===== config.mk =====
export PLATFORM = sky130hd
export DESIGN_NAME = mole_scheduler
export DESIGN_NICKNAME = d
export VERILOG_FILES = /design/src/rtl/mole_pkg.sv /design/src/rtl/mole_free_finder.sv /design/src/rtl/mole_scheduler.sv
export SDC_FILE = /design/constraint.sdc
export NUM_CORES = 1
export LEC_CHECK = 0
export ABC_AREA = 1
export ABC_CLOCK_PERIOD_IN_PS = 12600
export BUFFER_PORTS_ARGS = -buffer_cell sky130_fd_sc_hd__buf_2
export CAP_MARGIN = 20
export CORE_MARGIN = 5
export CORE_UTILIZATION = 68
export DETAILED_ROUTE_END_ITERATION = 7
export PLACE_DENSITY = 0.87
export SYNTH_ARGS = -nofsm -noshare
export SYNTH_HDL_FRONTEND = slang
export SYNTH_SLANG_ARGS = --single-unit

===== constraint.sdc =====
create_clock -name clk -period 12.6 [get_ports clk]
set_input_delay 1.26 -clock clk [delete_from_list [all_inputs] [get_ports clk]]
set_output_delay 1.26 -clock clk [all_outputs]
set_load 0.005 [all_outputs]

===== src/rtl/mole_pkg.sv =====
// Shared definitions for the mole scheduler: FSM states, per-difficulty
// timing table, LFSR polynomial and a small popcount helper.
package mole_pkg;

  typedef enum logic [1:0] {
    ST_IDLE   = 2'd0,
    ST_PLAY   = 2'd1,
    ST_PAUSED = 2'd2
  } state_t;

  localparam logic [7:0] LFSR_POLY = 8'hB8;

  // Entry [0] is easy, entry [3] is hardest; all values are in game ticks.
  localparam logic [3:0][7:0] SPAWN_IVL  = {8'd12, 8'd20, 8'd30, 8'd40};
  localparam logic [3:0][7:0] MOLE_LIFE  = {8'd18, 8'd30, 8'd45, 8'd60};
  localparam logic [3:0][3:0] MAX_ACTIVE = {4'd6, 4'd4, 4'd3, 4'd2};

  function automatic logic [3:0] popcount8(input logic [7:0] v);
    logic [3:0] c;
    c = '0;
    for (int i = 0; i < 8; i++) c = c + {3'd0, v[i]};
    return c;
  endfunction

endpackage


===== src/rtl/mole_free_finder.sv =====
// Combinational search for the first free hole at or above a start index,
// wrapping past the top hole back to hole 0.
module mole_free_finder #(
  parameter int NUM_HOLES = 8
) (
  input  logic [NUM_HOLES-1:0] free,
  input  logic [2:0]           start,
  output logic [2:0]           idx,
  output logic                 found
);

  logic [3:0] pos;

  // Scan offsets from farthest to nearest so the nearest free hole wins.
  always_comb begin
    idx   = '0;
    found = 1'b0;
    pos   = '0;
    for (int k = NUM_HOLES - 1; k >= 0; k--) begin
      pos = {1'b0, start} + 4'(k);
      if (pos >= 4'(NUM_HOLES)) pos = pos - 4'(NUM_HOLES);
      if (free[pos[2:0]]) begin
        idx   = pos[2:0];
        found = 1'b1;
      end
    end
  end

endmodule


===== src/rtl/mole_scheduler.sv =====
// Whack-a-mole round scheduler: spawns moles into free holes from an LFSR,
// ages them per game tick and turns taps/expiries into hit, miss and escape counts.
module mole_scheduler #(
  parameter int         NUM_HOLES = 8,
  parameter int         LIFE_W    = 8,
  parameter logic [7:0] LFSR_SEED = 8'hA5
) (
  input  logic                 clk,
  input  logic                 reset,
  input  logic                 tick,
  input  logic                 run,
  input  logic                 pause,
  input  logic [1:0]           difficulty,
  input  logic [NUM_HOLES-1:0] tap,
  output logic [NUM_HOLES-1:0] holes,
  output logic [3:0]           hit_cnt,
  output logic [3:0]           miss_cnt,
  output logic [3:0]           escape_cnt,
  output logic [3:0]           active_cnt,
  output logic                 busy
);
  import mole_pkg::*;

  state_t               state_reg;
  logic [NUM_HOLES-1:0] occ_reg;
  logic [NUM_HOLES-1:0] occ_next;
  logic [NUM_HOLES-1:0] hit_mask;
  logic [NUM_HOLES-1:0] miss_mask;
  logic [NUM_HOLES-1:0] expire_mask;
  logic [NUM_HOLES-1:0] spawn_mask;
  logic [NUM_HOLES-1:0] life_one;
  logic [7:0]           lfsr_reg;
  logic [7:0]           timer_reg;
  logic [1:0]           diff_reg;
  logic                 live;
  logic                 live_tick;
  logic                 abort;
  logic                 spawn_ok;
  logic                 found;
  logic [2:0]           start_idx;
  logic [2:0]           spawn_idx;
  logic [3:0]           active_now;

  // Dropping run wins over everything else, so no event is counted on an abort.
  assign live        = (state_reg == ST_PLAY) && run;
  assign live_tick   = live && tick;
  assign abort       = (state_reg != ST_IDLE) && !run;
  assign hit_mask    = live ? (tap & occ_reg) : '0;
  assign miss_mask   = live ? (tap & ~occ_reg) : '0;
  assign expire_mask = live_tick ? (occ_reg & life_one & ~tap) : '0;
  assign active_now  = popcount8(8'(occ_reg));
  assign start_idx   = 3'({5'd0, lfsr_reg[2:0]} % NUM_HOLES);

  // Free set is taken before this cycle's clears, so a just-vacated hole is skipped.
  mole_free_finder #(.NUM_HOLES(NUM_HOLES)) u_finder (
    .free  (~occ_reg),
    .start (start_idx),
    .idx   (spawn_idx),
    .found (found)
  );

  assign spawn_ok = live_tick && (timer_reg == 8'd0) && found &&
                    (active_now < MAX_ACTIVE[diff_reg]);
  assign occ_next = abort ? '0 : ((occ_reg & ~hit_mask & ~expire_mask) | spawn_mask);

  generate
    for (genvar gi = 0; gi < NUM_HOLES; gi++) begin : g_hole
      logic [LIFE_W-1:0] life;

      assign spawn_mask[gi] = spawn_ok && (spawn_idx == 3'(gi));
      assign life_one[gi]   = (life == LIFE_W'(1));

      always_ff @(posedge clk or posedge reset) begin
        if (reset) begin
          life <= '0;
        end else if (abort || hit_mask[gi] || expire_mask[gi]) begin
          life <= '0;
        end else if (spawn_mask[gi]) begin
          life <= LIFE_W'(MOLE_LIFE[diff_reg]);
        end else if (live_tick && occ_reg[gi]) begin
          life <= life - LIFE_W'(1);
        end
      end
    end
  endgenerate

  always_ff @(posedge clk or posedge reset) begin
    if (reset) begin
      state_reg  <= ST_IDLE;
      occ_reg    <= '0;
      lfsr_reg   <= LFSR_SEED;
      timer_reg  <= 8'd0;
      diff_reg   <= 2'd0;
      holes      <= '0;
      hit_cnt    <= 4'd0;
      miss_cnt   <= 4'd0;
      escape_cnt <= 4'd0;
      active_cnt <= 4'd0;
      busy       <= 1'b0;
    end else begin
      occ_reg    <= occ_next;
      active_cnt <= popcount8(8'(occ_next));
      hit_cnt    <= popcount8(8'(hit_mask));
      miss_cnt   <= popcount8(8'(miss_mask));
      escape_cnt <= popcount8(8'(expire_mask));

      // Timer is reloaded with interval-1 so spawns land exactly one interval apart.
      if (live_tick) begin
        lfsr_reg  <= {1'b0, lfsr_reg[7:1]} ^ (lfsr_reg[0] ? LFSR_POLY : 8'h00);
        timer_reg <= (timer_reg == 8'd0) ? (SPAWN_IVL[diff_reg] - 8'd1)
                                         : (timer_reg - 8'd1);
      end

      case (state_reg)
        ST_IDLE: begin
          holes <= '0;
          busy  <= run;
          if (run) begin
            state_reg <= ST_PLAY;
            diff_reg  <= difficulty;
            timer_reg <= 8'd0;
          end
        end
        ST_PLAY: begin
          if (!run) begin
            state_reg <= ST_IDLE;
            holes     <= '0;
            busy      <= 1'b0;
          end else if (pause) begin
            state_reg <= ST_PAUSED;
            holes     <= '0;
            busy      <= 1'b1;
          end else begin
            holes <= occ_next;
            busy  <= 1'b1;
          end
        end
        ST_PAUSED: begin
          if (!run) begin
            state_reg <= ST_IDLE;
            holes     <= '0;
            busy      <= 1'b0;
          end else if (!pause) begin
            state_reg <= ST_PLAY;
            holes     <= occ_next;
            busy      <= 1'b1;
          end else begin
            holes <= '0;
            busy  <= 1'b1;
          end
        end
        default: begin
          state_reg <= ST_IDLE;
          holes     <= '0;
          busy      <= 1'b0;
        end
      endcase
    end
  end

endmodule

==> flow_summary.toml <==
[status]
status = "complete, no violations"

[logic_synthesis]
synth.most_common_cell = "nand2_1"
syn-num-nets = 1213
synth_area_um2 = 8350
ys_seq_area_frac = 0.351
yosys.area.top_type = "dfrtp_1"
syn-instance-count = 1133
async_flop_share = 1.00
synthTopCellsByCount = "nand2_1 (342), inv_1 (171), nor2_1 (116), dfrtp_1 (113), nand3_1 (77)"
syn_avg_cell_area_um2 = 7.37
synth_top_cells_by_area = "dfrtp_1 (34%), nand2_1 (15%), inv_1 (7.7%), ha_1 (6.7%), nor2_1 (5.2%)"
ys.flop_type = "dfrtp_1"
ys_warn_count = 0
synth_edf_count = 0
ys_types = 45
synth_top_area_share = 0.339
ys_seq_elements = 117

[cells_and_area]
final_area_um2 = 9280
syn_to_final_growth_pct = 11.2
stdcell_count = 1341
largest_register_ffs = 64
nFillCells = 838
multi_input_area_um2 = 4660
regArea_um2 = 2930
final_nets = 1261
regMostFlops = "g_hole.life"
diodes = 0
drive_above_1_share = 0.109

[power_and_ir_drop]
powerDensity_nw_per_um2 = 224
p_leak_nw = 5.08
total_power_mw = 2.08
max-vdd-ir-drop_mv = 0.205

[floorplanning]
die_x_um = 121
std_cell_rows = 40
io_pins = 40
coreArea_um2 = 12000
die-area_um2 = 14600
die_h_um = 121
floorplan.initialDensity = 0.695

[route]
via_per_inst = 5.62
vias = 7531
route.detailed.drc = 0
wl_per_cell_um = 15.6
drt-initial-drc-count = 799
drt-total-wl_um = 21000
ant_nets = 0
drt-pass1-iter-count = 5

[clock_tree]
numCtsBuffers = 17
clock_latency_ns = 0.44
cts-resized-gates = 0
postCtsHoldBufs = 0
htreeDepth = 4
tritoncts = "yes"
post_cts_buffers = 0
clock-sinks = 117
cts_buffer_depth = 2
cts_root_buffer = "clkbuf_16"
cts.reportedPaths.clkPinSlew_ns = 0.06

[flow_run]
cap_violations = 0

[min_path]
holdCritPathClass = "flip-flop to flip-flop"

[timing]
worstMarginPinSlew_ns = 0.909
clock_skew_ns = 0.0116
hold_viol = 0
fin_tns_setup_ns = 0
slew_violations = 0
period_needed_ns = 6.81
setup_viol = 0
maxClockFrequency_mhz = 147
fin_crit_sh = 0.541
rsz0062_at_grt = "no"
slew_headroom = 0.394

[global_route]
antenna_found_initial = 0
grt_max_degree = 71
grt_overflow = 0
grt_usage = 0.306
grt_pass1_vias = 7265
grt_first_pass_wirelength_um = 35100

[placement]
dp_hpwl_um = 15300
dp.cells = 1309
finalWeightedCongestion = 1.01
dpl_cell_area_um2 = 8680
io_buffers = 39

[worst_setup_path]
criticalPathCategory = "flip-flop to flip-flop"
crit_required_ns = 12.93
arrival_ns = 7.14
cp_max_fo = 10
cp-start-kind = "flip-flop"
cp-end-kind = "flip-flop"
==> worst max-delay path, stage by stage (launching register included) <==
cell,delay (ns)
dfrtp_1,0.39
inv_1,0.12
fa_1,0.56
fa_1,0.42
fa_1,0.49
inv_1,0.04
ha_1,0.20
fa_1,0.45
ha_1,0.30
o21a_1,0.10
o21ai_0,0.22
nand3_1,0.17
nor2_4,0.23
nand3_4,0.13
inv_4,0.18
nand3_4,0.14
o31ai_1,0.11
nand2_1,0.17
fa_1,0.49
fa_1,0.53
fa_1,0.43
inv_1,0.07
ha_1,0.17
inv_1,0.06
fa_1,0.49
inv_1,0.05
==> report_power, final <==
part           leakage, nW  internal (mW)  switching, mW
combinational         3.23          0.344          0.708
sequential            1.58          0.453         0.0852
clock                0.279          0.295          0.197
==> final cells by class <==
cell class | instances | area share
clock buffers | 17 | 0.0458
clock inverters | 15 | 0.0185
inverters | 184 | 0.0750
multi-input cells | 820 | 0.502
flip-flops and latches | 117 | 0.316
well taps | 147 | 0.0198
repair buffers | 41 | 0.0226
==> per-layer routing <==
metal / vias to the layer above / track usage / part of all wire / routed length [µm]
li1: 3630 / - / - / -
met1: 3518 / 0.401 / 0.42 / 8870
met2: 320 / 0.485 / 0.47 / 9860
met3: 63 / 0.0776 / 0.075 / 1570
met4: 0 / 0.128 / 0.032 / 675
met5: - / 0 / 0 / 0
==> cell families after synthesis <==
kind of cell | share of synthesized area
AOI/OAI and AO/OA | 0.0599
xor gates and xnor gates | 0.0575
adders and majority gates | 0.115
buffers and inverters | 0.0904
DFF | 0.351
and+or+nand+nor | 0.325
==> worst paths after layout <==
check                                           endpoint  depth (start not counted)  slack (ns)                          start
setup / recovery                 active_cnt[1]$_DFF_PP0_                         25        5.79           occ_reg[0]$_DFF_PP0_
hold / removal             g_hole[3].life[5]$_DFFE_PP0P_                          2        0.49  g_hole[3].life[5]$_DFFE_PP0P_
setup reg to reg                 active_cnt[1]$_DFF_PP0_                         25        5.79           occ_reg[0]$_DFF_PP0_
hold reg to reg            g_hole[3].life[5]$_DFFE_PP0P_                          2        0.49  g_hole[3].life[5]$_DFFE_PP0P_
max in group asynchronous  g_hole[2].life[6]$_DFFE_PP0P_                          3       10.38                          reset
min in group asynchronous  g_hole[0].life[1]$_DFFE_PP0P_                          2        0.89                          reset
==> cell usage in the layout (no fill, tap or decap), drive strengths merged, types with 17 or more instances in the layout <==
cell,Yosys,final
a21oi,19,19
buf,6,41
clkbuf,6,17
dfrtp,113,113
fa,20,20
ha,45,45
inv,184,189
nand2,355,355
nand3,86,86
nor2,122,122
nor3,33,33
o21ai,40,40
xnor2,21,21
xor2,33,33
==> through the flow <==
step	hold slack, ns	utilization	setup WS (ns)
floorplan	0.449	-	6.37
global placement	0.464	0.723	6.09
detailed placement	0.473	0.723	5.94
CTS	0.492	0.773	5.84
global route	0.505	0.773	5.48
finish	0.488	0.773	5.79
Note: power is estimated with default switching activity, not from simulation.
